[config.mk]
export PLATFORM = sky130hd
export DESIGN_NAME = wait_any_arbiter_flat
export DESIGN_NICKNAME = d
export VERILOG_FILES = /design/src/rtl/wait_any_arbiter_if.sv /design/src/rtl/wait_any_arbiter.sv /design/src/flat_wrapper.sv
export SDC_FILE = /design/constraint.sdc
export NUM_CORES = 1
export LEC_CHECK = 0
export ABC_CLOCK_PERIOD_IN_PS = 2600
export CAP_MARGIN = 20
export CORE_AREA = 2 2 103 80
export CTS_CLUSTER_DIAMETER = 80
export DETAILED_ROUTE_END_ITERATION = 10
export DIE_AREA = 0 0 105 82
export PLACE_DENSITY = 0.72
export SLEW_MARGIN = 5
export SYNTH_ARGS = -nofsm -noshare
export SYNTH_HDL_FRONTEND = slang
export SYNTH_SLANG_ARGS = --single-unit
[constraint.sdc]
create_clock -name clk -period 2.6 [get_ports clk]
set_clock_uncertainty 0.15 [all_clocks]
set_input_delay 0.52 -clock clk [delete_from_list [all_inputs] [get_ports clk]]
set_output_delay 0.52 -clock clk [all_outputs]
set_load 0.05 [all_outputs]
[src/rtl/wait_any_arbiter_if.sv]
// rtl/wait_any_arbiter_if.sv - handshake bundle between a sequencer and wait_any_arbiter
interface wait_any_arbiter_if #(
    parameter int N  = 4,
    parameter int TW = 16
);
    localparam int WW = $clog2(N + 1);

    logic          arm;
    logic [TW-1:0] timeout;
    logic          abort;
    logic [N-1:0]  cond;
    logic          busy;
    logic          done;
    logic          ack;
    logic [WW-1:0] which;
    logic          timed_out;
    logic [TW-1:0] wait_cycles;

    modport master (
        output arm, timeout, abort, cond, ack,
        input  busy, done, which, timed_out, wait_cycles
    );

    modport slave (
        input  arm, timeout, abort, cond, ack,
        output busy, done, which, timed_out, wait_cycles
    );
endinterface

[src/rtl/wait_any_arbiter.sv]
// rtl/wait_any_arbiter.sv - armed wait on any condition bit with optional cycle timeout
module wait_any_arbiter #(
    parameter int N  = 4,
    parameter int TW = 16
) (
    input  logic              clk,
    input  logic              rst_n,
    wait_any_arbiter_if.slave bus
);
    localparam int WW = $clog2(N + 1);

    typedef enum logic [1:0] {
        ST_IDLE,
        ST_WAIT,
        ST_DONE
    } state_t;

    state_t        state;
    state_t        state_nxt;
    logic [TW-1:0] cnt;
    logic [TW-1:0] elapsed;
    logic [TW-1:0] elapsed_inc;
    logic [WW-1:0] fire_idx;
    logic          any_cond;
    logic          expire;

    // Lowest set condition bit wins; result is 1-based so zero can mean "none".
    always_comb begin
        fire_idx = '0;
        for (int i = N - 1; i >= 0; i--) begin
            if (bus.cond[i]) begin
                fire_idx = WW'(i + 1);
            end
        end
    end

    assign any_cond    = |bus.cond;
    assign expire      = (cnt == TW'(1));
    assign elapsed_inc = (elapsed == '1) ? elapsed : elapsed + TW'(1);

    // State register.
    always_ff @(posedge clk or negedge rst_n) begin
        if (!rst_n) begin
            state <= ST_IDLE;
        end else begin
            state <= state_nxt;
        end
    end

    // Next state: abort beats a condition, a condition beats a timeout expiring on the same edge.
    always_comb begin
        state_nxt = state;
        case (state)
            ST_IDLE: begin
                if (bus.arm) begin
                    state_nxt = ST_WAIT;
                end
            end
            ST_WAIT: begin
                if (bus.abort) begin
                    state_nxt = ST_IDLE;
                end else if (any_cond || expire) begin
                    state_nxt = ST_DONE;
                end
            end
            ST_DONE: begin
                if (bus.ack) begin
                    state_nxt = ST_IDLE;
                end
            end
            default: state_nxt = ST_IDLE;
        endcase
    end

    // Timeout/elapsed counters and the result registers, written only on the terminating edge.
    always_ff @(posedge clk or negedge rst_n) begin
        if (!rst_n) begin
            cnt             <= '0;
            elapsed         <= '0;
            bus.which       <= '0;
            bus.timed_out   <= 1'b0;
            bus.wait_cycles <= '0;
        end else begin
            case (state)
                ST_IDLE: begin
                    if (bus.arm) begin
                        cnt     <= bus.timeout;
                        elapsed <= '0;
                    end
                end
                ST_WAIT: begin
                    if (!bus.abort) begin
                        elapsed <= elapsed_inc;
                        // A zero capture means wait forever, so the counter stays parked at zero.
                        if (cnt != '0) begin
                            cnt <= cnt - TW'(1);
                        end
                        if (any_cond) begin
                            bus.which       <= fire_idx;
                            bus.timed_out   <= 1'b0;
                            bus.wait_cycles <= elapsed_inc;
                        end else if (expire) begin
                            bus.which       <= '0;
                            bus.timed_out   <= 1'b1;
                            bus.wait_cycles <= elapsed_inc;
                        end
                    end
                end
                default: ;
            endcase
        end
    end

    assign bus.busy = (state == ST_WAIT);
    assign bus.done = (state == ST_DONE);
endmodule
[src/flat_wrapper.sv]
// flat-port wrapper written by rule: the top's interface ports become plain ports
module wait_any_arbiter_flat 
#(
    parameter int N  = 4,
    parameter int TW = 16
)
  (clk, rst_n, bus_arm, bus_timeout, bus_abort, bus_cond, bus_ack, bus_busy, bus_done, bus_which, bus_timed_out, bus_wait_cycles);
  wait_any_arbiter_if #(.N(N), .TW(TW)) bus_i ();
  input  logic clk;
  input  logic rst_n;
  input wire logic [$bits(bus_i.arm)-1:0] bus_arm;
  input wire logic [$bits(bus_i.timeout)-1:0] bus_timeout;
  input wire logic [$bits(bus_i.abort)-1:0] bus_abort;
  input wire logic [$bits(bus_i.cond)-1:0] bus_cond;
  input wire logic [$bits(bus_i.ack)-1:0] bus_ack;
  output wire logic [$bits(bus_i.busy)-1:0] bus_busy;
  output wire logic [$bits(bus_i.done)-1:0] bus_done;
  output wire logic [$bits(bus_i.which)-1:0] bus_which;
  output wire logic [$bits(bus_i.timed_out)-1:0] bus_timed_out;
  output wire logic [$bits(bus_i.wait_cycles)-1:0] bus_wait_cycles;
  assign bus_i.arm = bus_arm;
  assign bus_i.timeout = bus_timeout;
  assign bus_i.abort = bus_abort;
  assign bus_i.cond = bus_cond;
  assign bus_i.ack = bus_ack;
  assign bus_busy = bus_i.busy;
  assign bus_done = bus_i.done;
  assign bus_which = bus_i.which;
  assign bus_timed_out = bus_i.timed_out;
  assign bus_wait_cycles = bus_i.wait_cycles;
  wait_any_arbiter #(.N(N), .TW(TW)) u_core (.clk(clk), .rst_n(rst_n), .bus(bus_i));
endmodule
==> flow_summary.json <==
{
  "via_per_inst": 5.53,
  "drc": 0,
  "final_common_cell": "dfrtp_1",
  "multiInputGateArea_sq_mm": 0.00146,
  "crit_arrival_ns": 1.79,
  "clock_tree.buffer_depth": 2,
  "setup_violations": 0,
  "ys_ff_latch": 54,
  "grt_pass1_vias": 2547,
  "die_area_sq_mm": 0.00861,
  "path_clk_slew_ns": 0.11,
  "drive_gt1_share_pct": 9.07,
  "ant_nets": 0,
  "hold_buffers": 0,
  "p_clk_share_pct": 19.5,
  "synthXorXnorAreaFrac_pct": 1.77,
  "insertion_delay_ns": 0.30,
  "grt_start_max_net_pins": 36,
  "fmax_mhz": 406,
  "gp_congestion": 0.828,
  "routed_wl_um": 7060,
  "yosysSeqAreaShare_pct": 45.4,
  "synth_compound_area_share_pct": 23.6,
  "syn_area_sq_mm": 0.00297,
  "final-seq-area_sq_mm": 0.00135,
  "drt_iter0_markers": 246,
  "rsz0062_at_grt": "no",
  "mostFrequentLayoutCells": "dfrtp_1, clkdlybuf4s50_1, nand2_1",
  "area_delta_synth_final_pct": 22.3,
  "synth-edff-count": 0,
  "fillers": 748,
  "yosys-top-cells-area": "dfrtp_1, o21ai_0, a21oi_1",
  "reg2reg_slack_ns": 0.21,
  "grt_pass1_wl_um": 11800,
  "seq_power_share_pct": 46.2,
  "portBuffers": 46,
  "yosys_warnings": 0,
  "swShare_pct": 38.9,
  "diodes": 0,
  "syn_area_per_cell_sq_um": 8.77,
  "rr_startpoint": "u_core.cnt[0]",
  "nNetsFinal": 413,
  "setup_tns_ns": 0,
  "hold_class": "in2async",
  "cts_sinks": 54,
  "critPathRequiredTime_ns": 1.93,
  "outcome": "completed",
  "hpwl_um": 5190,
  "slew_violations": 0,
  "r2r_end": "u_core.cnt[14]",
  "startpoint_type": "flip-flop",
  "drv_cap": 0,
  "internal_power_mw": 1.53,
  "synth_top_area_cell": "dfrtp_1",
  "async_flop_share_pct": 100,
  "yosys.area_share.adder_pct": 1.26,
  "via_count": 2715,
  "worst_setup_path_end_kind": "primary output",
  "antenna_found_initial": 0,
  "grt.total_usage_pct": 16.9,
  "peakVddDrop_v": 0.000373,
  "htreeDepth": 2,
  "combPwrFrac_pct": 34.3,
  "synth_top_family_by_area": "compound AO/OA/AOI/OAI gates",
  "power.switching_mw": 0.973,
  "period_share_pct": 94.7,
  "leakagePower_nw": 1.47,
  "synth_mux_area_share_pct": 0.337,
  "grt_overflow_total": 0,
  "cts.repair.resized": 0,
  "reg2regPathDepth": 7,
  "clock-root-buffer": "clkbuf_8",
  "dr.pass1.iters": 4,
  "whs_ns": 0.00641,
  "syn_nets": 367,
  "cts_tree": "done",
  "worst_pin_slew_ns": 0.535,
  "power_density_mw_per_mm2": 687,
  "initial_core_util_pct": 38.9,
  "synth.distinct_cells": 53,
  "routedWlPerCell_um": 14.4,
  "synthFlopType": "dfrtp_1",
  "synth_top_area_share_pct": 45.4,
  "core_area_sq_mm": 0.00764,
  "die_h_um": 82,
  "postCtsSetupBuffers": 0,
  "die_x_um": 105,
  "cts_inserted_buffers": 5,
  "netlist_instances": 339,
  "row_count": 28,
  "synthSimpleGateAreaFrac_pct": 22.2,
  "critPathKind": "reg2out",
  "maxSlewHeadroom_pct": 64.3,
  "crit_fanout": 6,
  "ios": 47,
  "finalCriticalPeriod_ns": 2.46,
  "hold_violations": 0
}
[metal layers]
metal / vias up / track usage, % / share of wire [%]
li1: 1330 / - / -
met1: 1290 / 24.2 / 49
met2: 89 / 26.2 / 44
met3: 6 / 3.57 / 6.5
met4: 0 / 4.67 / 1.1
met5: - / 0 / 0
[cells by family (layout without fill, tap and decap cells)]
family,count (synthesis),count (layout)
mux,1,1
simple gates,127,127
fa+ha+maj,3,3
flops,54,54
xor+xnor,6,6
buf+inv,29,76
compound gates,119,119
[cells in the mapped netlist, drive strengths merged, types with 3 or more instances]
| master | count |
|---|---|
| o31ai | 8 |
| nor4 | 5 |
| o21ai | 52 |
| nand2b | 5 |
| nor3 | 11 |
| clkbuf | 12 |
| dfrtp | 54 |
| nor2 | 21 |
| a31oi | 3 |
| a22o | 6 |
| or3 | 3 |
| and3 | 5 |
| a21oi | 33 |
| nand2 | 41 |
| nand4 | 5 |
| buf | 9 |
| or4 | 8 |
| xor2 | 4 |
| ha | 3 |
| o2bb2ai | 4 |
| inv | 8 |
| nand3 | 14 |
[final cells by class]
| class | count | share of cell area (%) |
|---|---|---|
| Clock buffer | 5 | 1.89 |
| Clock inverter | 3 | 0.653 |
| Inverter | 8 | 0.825 |
| Multi-Input combinational cell | 256 | 40.2 |
| Sequential cell | 54 | 37.1 |
| Tap cell | 105 | 3.61 |
| Timing Repair Buffer | 60 | 15.7 |
[state kept, by name, indices dropped and copies added (netlist names)]
signal	cells
u_core.bus.timed_out	1
u_core.cnt	16
u_core.bus.which	3
u_core.bus.wait_cycles	16
u_core.elapsed	16
u_core.state	2
[worst max-delay path: stages (launching register included)]
cell,delay (ns)
dfrtp_1,0.45
nand2b_1,0.19
inv_1,0.06
clkdlybuf4s50_1,0.80
[stage by stage]
stage | instances | instance area [sq um] | setup WS, ns | util, % | power, mW
after detailed placement | 483 | 3550 | 0.124 | 46.4 | 2.03
final | 491 | 3640 | 0.139 | 47.6 | 2.50
after global placement | 483 | 3550 | 0.187 | 46.4 | 2.00
after CTS | 491 | 3640 | 0.135 | 47.6 | 2.51
after floorplan | 339 | 2970 | 0.427 | - | 1.71
after global routing | 491 | 3640 | 0.0539 | 47.6 | 2.65
[power by group through the flow]
stage	clock (mW)	combinational, mW	sequential (mW)
floorplan	0	0.432	1.28
detailed placement	0	0.860	1.17
finish	0.487	0.858	1.15
global placement	0	0.840	1.16
global route	0.529	0.934	1.18
CTS	0.496	0.862	1.15
[worst max-delay path by stage]
stage	startpoint	endpoint	slack, ns	cells after the start
5_1_grt	u_core.state[0]	bus_done	0.05	3
2_1_floorplan	u_core.elapsed[0]	u_core.elapsed[14]	0.43	6
3_3_place_gp	bus_cond[0]	u_core.bus.wait_cycles[13]	0.19	6
3_5_place_dp	bus_cond[0]	u_core.bus.wait_cycles[12]	0.12	6
6_report	u_core.state[0]	bus_done	0.14	3
4_1_cts	u_core.state[0]	bus_done	0.13	3
(Power assumes the default switching activity.)
